[config.mk]
export PLATFORM = sky130hd
export DESIGN_NAME = rom_burst_reader
export DESIGN_NICKNAME = d
export VERILOG_FILES = /design/src/rtl/rom_burst_reader.sv
export SDC_FILE = /design/constraint.sdc
export NUM_CORES = 1
export LEC_CHECK = 0
export CAP_MARGIN = 25
export CORE_UTILIZATION = 40
export CTS_BUF_LIST = sky130_fd_sc_hd__clkbuf_16
export CTS_CLUSTER_SIZE = 14
export DETAILED_ROUTE_END_ITERATION = 16
export PLACE_DENSITY = 0.65
export SLEW_MARGIN = 20
export SYNTH_ARGS = -nofsm -noshare
export SYNTH_HDL_FRONTEND = slang
export SYNTH_SLANG_ARGS = --single-unit
[constraint.sdc]
create_clock -name clk -period 3.9 [get_ports clk]
set_input_delay 0.78 -clock clk [delete_from_list [all_inputs] [get_ports clk]]
set_output_delay 0.78 -clock clk [all_outputs]
set_load 0.01 [all_outputs]
[src/rtl/rom_burst_reader.sv]
// rtl/rom_burst_reader.sv - burst read master for a 1-cycle-latency synchronous ROM
//
// Reads `length` consecutive ROM words starting at base_addr. The address wraps
// modulo 2^ADDR_W. The words are delivered in order on a valid/ready stream.
//
// Ports:
//   clk, rst_n            clock, asynchronous active-low reset
//   start_i               burst request, sampled only in IDLE
//   base_addr_i           first ROM address (captured with start)
//   length_i              number of words (captured with start), 0 allowed
//   busy_o                burst in progress
//   done_o                one-cycle pulse after the burst completes
//   address_o, en_o       ROM read port
//   rom_data_i            ROM registered data_out
//   out_data_o            stream data
//   out_valid_o           stream valid
//   out_ready_i           stream ready
module rom_burst_reader #(
    parameter int ADDR_W = 3,
    parameter int DATA_W = 8,
    parameter int LEN_W  = 4
) (
    input  logic              clk,
    input  logic              rst_n,
    input  logic              start_i,
    input  logic [ADDR_W-1:0] base_addr_i,
    input  logic [LEN_W-1:0]  length_i,
    output logic              busy_o,
    output logic              done_o,
    output logic [ADDR_W-1:0] address_o,
    output logic              en_o,
    input  logic [DATA_W-1:0] rom_data_i,
    output logic [DATA_W-1:0] out_data_o,
    output logic              out_valid_o,
    input  logic              out_ready_i
);

    typedef enum logic [1:0] {
        S_IDLE  = 2'd0,
        S_ISSUE = 2'd1,
        S_DRAIN = 2'd2
    } state_t;

    state_t              state_q, state_d;
    logic [ADDR_W-1:0]   base_q, base_d;
    logic [LEN_W-1:0]    len_q, len_d;
    logic [LEN_W-1:0]    issue_cnt_q, issue_cnt_d;
    logic [LEN_W-1:0]    deliver_cnt_q, deliver_cnt_d;
    logic                done_q, done_d;
    logic                inflight_q;

    logic [DATA_W-1:0]   fifo_mem_q [2];
    logic                wr_ptr_q, rd_ptr_q;
    logic [1:0]          fifo_cnt_q;

    logic                push, pop, credit, issue;
    logic [2:0]          occupancy;
    logic [ADDR_W+LEN_W-1:0] addr_sum;

    // A read issued in cycle N appears on rom_data_i in cycle N+1, which is
    // exactly when inflight_q is high, so capture needs no extra qualification.
    assign push      = inflight_q;
    assign pop       = (fifo_cnt_q != 2'd0) && out_ready_i;

    // Words already held plus the word in flight must fit in the 2-entry FIFO.
    // A pop this cycle frees a slot in time for the new read's data.
    assign occupancy = {1'b0, fifo_cnt_q} + {2'b00, inflight_q};
    assign credit    = (occupancy < 3'd2) || pop;

    // Add at full width, then keep the low ADDR_W bits to get the wrap.
    assign addr_sum  = {{LEN_W{1'b0}}, base_q} + {{ADDR_W{1'b0}}, issue_cnt_q};

    always_comb begin
        state_d       = state_q;
        base_d        = base_q;
        len_d         = len_q;
        issue_cnt_d   = issue_cnt_q;
        deliver_cnt_d = deliver_cnt_q + LEN_W'(pop);
        done_d        = 1'b0;
        issue         = 1'b0;

        case (state_q)
            S_IDLE: begin
                if (start_i) begin
                    base_d        = base_addr_i;
                    len_d         = length_i;
                    issue_cnt_d   = '0;
                    deliver_cnt_d = '0;
                    if (length_i != '0) begin
                        state_d = S_ISSUE;
                    end else begin
                        done_d  = 1'b1;
                    end
                end
            end
            S_ISSUE: begin
                if (credit) begin
                    issue       = 1'b1;
                    issue_cnt_d = issue_cnt_q + LEN_W'(1);
                    if (issue_cnt_q == len_q - LEN_W'(1)) begin
                        state_d = S_DRAIN;
                    end
                end
            end
            S_DRAIN: begin
                // The final word lands at least two cycles after the last
                // issue. Once it is handshaken, no read is in flight and the
                // FIFO is empty.
                if (pop && (deliver_cnt_q == len_q - LEN_W'(1))) begin
                    state_d = S_IDLE;
                    done_d  = 1'b1;
                end
            end
            default: begin
                state_d = S_IDLE;
            end
        endcase
    end

    always_ff @(posedge clk or negedge rst_n) begin
        if (!rst_n) begin
            state_q       <= S_IDLE;
            base_q        <= '0;
            len_q         <= '0;
            issue_cnt_q   <= '0;
            deliver_cnt_q <= '0;
            done_q        <= 1'b0;
            inflight_q    <= 1'b0;
        end else begin
            state_q       <= state_d;
            base_q        <= base_d;
            len_q         <= len_d;
            issue_cnt_q   <= issue_cnt_d;
            deliver_cnt_q <= deliver_cnt_d;
            done_q        <= done_d;
            inflight_q    <= issue;
        end
    end

    always_ff @(posedge clk or negedge rst_n) begin
        if (!rst_n) begin
            fifo_mem_q[0] <= '0;
            fifo_mem_q[1] <= '0;
            wr_ptr_q      <= 1'b0;
            rd_ptr_q      <= 1'b0;
            fifo_cnt_q    <= 2'd0;
        end else begin
            if (push) begin
                fifo_mem_q[wr_ptr_q] <= rom_data_i;
                wr_ptr_q             <= ~wr_ptr_q;
            end
            if (pop) begin
                rd_ptr_q <= ~rd_ptr_q;
            end
            case ({push, pop})
                2'b10:   fifo_cnt_q <= fifo_cnt_q + 2'd1;
                2'b01:   fifo_cnt_q <= fifo_cnt_q - 2'd1;
                default: fifo_cnt_q <= fifo_cnt_q;
            endcase
        end
    end

    assign en_o        = issue;
    assign address_o   = (state_q == S_ISSUE) ? addr_sum[ADDR_W-1:0] : '0;
    assign busy_o      = (state_q != S_IDLE);
    assign done_o      = done_q;
    assign out_valid_o = (fifo_cnt_q != 2'd0);
    assign out_data_o  = out_valid_o ? fifo_mem_q[rd_ptr_q] : '0;

endmodule

## Word level (Yosys, flattened, before mapping)

Index checks and enable logic that the tools add are counted.

- Register bits after elaboration: 39

- Reduce and logical (&&, ||, !) cells: 13
- Magnitude comparators: 4
- Multiplexer cells: 26
- Bitwise operators: 4
- Add/sub/neg operators: 7
- Equality and inequality tests: 11

Operators with widths:

| kind | count |
|---|---|
| two-way mux 8 bit | 5 |
| bitwise mux 16 bit | 1 |
| two-way mux 4 bit | 4 |
| two-way mux 2 bit | 5 |
| inequality test 2 bit, second input constant | 5 |
| demux 8 bit (select 1 bit) | 1 |
| equality test 4 bit | 2 |
| case mux 4 bit (2 select lines) | 1 |
| nonzero test 2 bit | 4 |
| case mux 2 bit (3 select lines) | 1 |
| two-way mux 1 bit | 5 |
| AND reduction 5 bit | 1 |
| adder 4 x 1 -> 4 bit | 1 |
| adder 4 x 1 -> 4 bit, second input constant | 1 |
| equality test 2 x 1 -> 1 bit, second input constant | 2 |
| equality test 2 bit, second input constant | 2 |
| greater-or-equal comparator 2 bit, second input constant | 2 |
| NOT 1 -> 2 bit | 2 |
| case mux 2 bit (2 select lines) | 1 |
| nonzero test 4 bit | 1 |
| subtractor 4 x 1 -> 4 bit, second input constant | 1 |
| adder 2 x 1 -> 3 bit | 1 |
| adder 3 bit | 1 |
| logical AND 1 bit | 3 |
| other kinds (11) | 12 |

## Longest topological paths before layout

- Depth after elaboration: 6
- Depth in mapped cells: 6
- Gate-level depth less buffers: 6

## Worst setup path after synthesis

No wires, ideal clock.

- Kind: flip-flop to output port
- From: reg issue_cnt_q[0]
- To: out address_o[2]
- Path buffers: 0
- Data arrival time: 1.450 ns
- Data required time: 3.120 ns
- Path slack: 1.670 ns
- Cell stages (with the launch flop): 6
- Path through: dfrtp_1 > ha_1 > fa_1 > xor2_1 > xnor2_1 > nor2_1

- Longest elaborated chain between the ends: 2

RTL lines:

| what | line | RTL |
|---|---|---|
| start: declaration | 47 | `logic [LEN_W-1:0] issue_cnt_q, issue_cnt_d;` |
| start signal: assignment | 133 | `issue_cnt_q <= issue_cnt_d;` |
| adder 3 bit | 71 | `assign addr_sum = {{LEN_W{1'b0}}, base_q} + {{ADDR_W{1'b0}}, issue_cnt_q};` |
| two-way mux 3 bit | 164 | `assign address_o = (state_q == S_ISSUE) ? addr_sum[ADDR_W-1:0] : '0;` |
| end: declaration | 30 | `output logic [ADDR_W-1:0] address_o,` |

No other way between the ends.

## Worst setup path after layout

Ends and elaborated chain as after synthesis.

==> results.md <==
- Fin nets: 224
- Post-synthesis async set-or-reset flop share: 1.00
- First-pass GRT wire length: approximately 6400 um
- Hold Path Class: flop to flop
- Final slew viol count: 0
- Net count after synthesis: approximately 190
- Root buffer cell: clkbuf_16
- Detail Route Antenna Nets: 0
- Worst skew pair latency: between 0.2 and 0.3 ns
- Initial antenna violation count: 0
- Area of the die: between 0.005 and 0.006 sq mm
- Max-cap viol count: 0
- Via count: roughly 1,300
- Std-Cell Rows: 25
- Mapped Avg Cell Area: 12.3 sq um
- Overflow left after global routing: 0
- H-tree level count: 2
- CP Launch Point: issue_cnt_q[0]$_DFFE_PN0P_
- Worst VDD drop: between 0.4 and 0.5 mV
- Arrival @ worst endpoint: about 2.3 ns
- Per-cell routed wire length: ~14 um
- Fillers: a little under 400
- Synth unique cells: 38
- Count leader, synth: dfrtp_1
- Hold Vio Cnt, Final: 0
- Setup Skew: 0.00255 ns
- WL final: roughly 3800 um
- Highest clock rate: about 330 MHz
- Req. time, crit path: around 3.1 ns
- Starting DRT DRC Count: 37
- Clk pin slew, worst setup/hold paths: roughly 0.06 ns
- Port Buffers: 33
- Post-CTS Resized: 0
- Slowest stage delay, CP: 0.54 ns
- # clock sinks: 39
- # DRC: 0
- Combinational share of power: 0.474
- Core area: approximately 0.0047 sq mm
- Gp weighted congestion: roughly 0.82
- PD cells: just under 1000 mW/mm^2
- Slew HR: 0.430
- Clock power frac: 0.207
- Reg2Reg Depth: 6
- R2R Path Start: fifo_cnt_q[0]$_DFFE_PN0P_
- CP max stage cell: clkdlybuf4s50_1
- CTS buffer count: 5
- Hold path start: fifo_mem_q[10]$_DFFE_PN0P_
- Crit path capture type: primary output
- Hold_buf cts: 0
- RSZ-0062 raised after global routing: false
- Placed cell count: between 200 and 300
- WS Path Type: flop to primary output
- P_sw: roughly 0.00084 W
- Area grow syn2layout: 29.8%
- Final period util: 0.786
- Hpwl dp: about 2700 um
- Synth top cells by count: 39 x dfrtp_1, 20 x mux2_2, 18 x nor2_1
- Switching power share of the total: 0.337
- Antenna Diode Count: 0
- Dominant cell type by area after synthesis: dfrtp_1
- Top post-synthesis cells by area: dfrtp_1 50%, mux2_2 11%, xnor2_1 4.9%, mux2i_1 4.6%, ha_1 3.8%
- Final setup vio count: 0
- Outcome: complete, no violations
- Measured slew at the worst slew-check pin: 0.855 ns
- Share of cells above drive strength 1: 0.191
- Number of synthesis warnings: 0
- Layout Cells excl Fill: approximately 270
- Total negative slack: 0 ns
- Yosys reg bits: 39
- Sequential cell area fraction in the yosys report: 0.497
- Initial core utilization: 0.416
- Synth Flop Type: dfrtp_1
- Die width: about 72 um
- Num ports: 34
- Pint: ~0.0017 W
- Worst-path cell chain: ha_1 -> fa_1 -> xor2_1 -> xnor2_1 -> nor2_1 -> clkdlybuf4s50_1
- CTS max path bufs: 2
- Top-area cell type share of the netlist area: 0.497
- EDFF count, synth: 0
- Total GRT Usage: 0.165
- TritonCTS clock tree: built
- DRT Pass-1 Iters: 3
- Seq pwr share: 0.318
- Drt via density: around 4.8
- Cells after Synth: 160
- Netlist Area Pre-Place: between 0.0015 and 0.002 sq mm
- Vias in the first global route: roughly 1,300
- CP Launch Type: flop
- Pleak: about 1.1 nW
- Worst hold path stage count: 1
- Pin count of the biggest net entering global routing: 40
- Setup bufs post-CTS: 0
- Post-layout min period: a little over 3 ns
- Die H: roughly 72 um
- Critical path peak fanout: 6
kinds of logic after synthesis:
kind of cell,Yosys count,share of synthesized area
multiplexers,30,0.166
AO/OA/AOI/OAI,15,0.0548
buffers and inverters,9,0.0198
XOR/XNOR,20,0.104
adder cells (fa/ha/maj),7,0.0484
AND/OR/NAND/NOR,40,0.110
flip-flops,39,0.497
layout by cell type, fill, tap and decap left out, drive strengths merged, types with 5 or more instances in the layout:
cell and n:
dfrtp 39, clkdlybuf4s50 32, mux2 21, nor2 20, xnor2 11, mux2i 9, inv 8, xor2 7
ha 6, clkbuf 5
power by group through the flow:
stage	Clock (W)	Sequential (W)	Combinational, W
after floorplan	0	0.000733	0.000825
after global placement	0	0.000787	0.00116
after detailed placement	0	0.000803	0.00119
after CTS	0.000529	0.000797	0.00120
after global routing	0.000551	0.000824	0.00129
final	0.000518	0.000795	0.00119
worst paths after layout:
path                       slack [ns]                          to
max                              0.83                address_o[2]
min                              0.49  fifo_mem_q[10]$_DFFE_PN0P_
max reg2reg                      2.22  deliver_cnt_q[2]$_DFF_PN0_
min reg2reg                      0.49  fifo_mem_q[10]$_DFFE_PN0P_
max in group asynchronous        2.76  issue_cnt_q[1]$_DFFE_PN0P_
min in group asynchronous        0.61   fifo_mem_q[2]$_DFFE_PN0P_
through the flow:
| step | setup WS, ns | hold WS, ns | utilization | power, W | area [sq um] |
|---|---|---|---|---|---|
| final | 0.833 | 0.491 | 0.540 | 0.00250 | 2550 |
| after global placement | 1.04 | 0.468 | 0.500 | 0.00195 | 2360 |
| after floorplan | 1.67 | 0.457 | - | 0.00156 | 1960 |
| after global routing | 0.728 | 0.522 | 0.540 | 0.00267 | 2550 |
| after detailed placement | 1.01 | 0.481 | 0.500 | 0.00199 | 2360 |
| after CTS | 0.812 | 0.494 | 0.540 | 0.00253 | 2550 |
sequential cells by signal (all words and copies together), names as in the netlist:
| name | count |
|---|---|
| base_q | 3 |
| deliver_cnt_q | 4 |
| done_o | 1 |
| fifo_cnt_q | 2 |
| fifo_mem_q | 16 |
| inflight_q | 1 |
| issue_cnt_q | 4 |
| len_q | 4 |
| rd_ptr_q | 1 |
| state_q | 2 |
| wr_ptr_q | 1 |
layout make-up:
type / count / area (sq um) / area share
flip-flops and latches: 39 / 976 / 0.383
multi-input cells: 112 / 948 / 0.372
inverters: 7 / 26.3 / 0.0103
clock inverters: 3 / 63.8 / 0.0250
clock buffers: 5 / 125 / 0.0491
repair buffers: 33 / 325 / 0.128
well taps: 67 / 83.8 / 0.0329
critical path, delay by kind of cell, from the launching register on:
| kind | cells | cell delay (ns) |
|---|---|---|
| xor gates and xnor gates | 2 | 0.31 |
| adders and majority gates | 2 | 0.61 |
| buffers and inverters | 1 | 0.54 |
| DFF | 1 | 0.45 |
| and+or+nand+nor | 1 | 0.09 |
layer usage:
layer,share of wire,up-vias,GRT usage
met2,0.49,28,0.269
met5,0,-,0
li1,-,628,-
met3,0.037,7,0.0472
met1,0.46,627,0.211
met4,0.012,0,0.0588
Note: power is estimated with default switching activity, not from simulation.
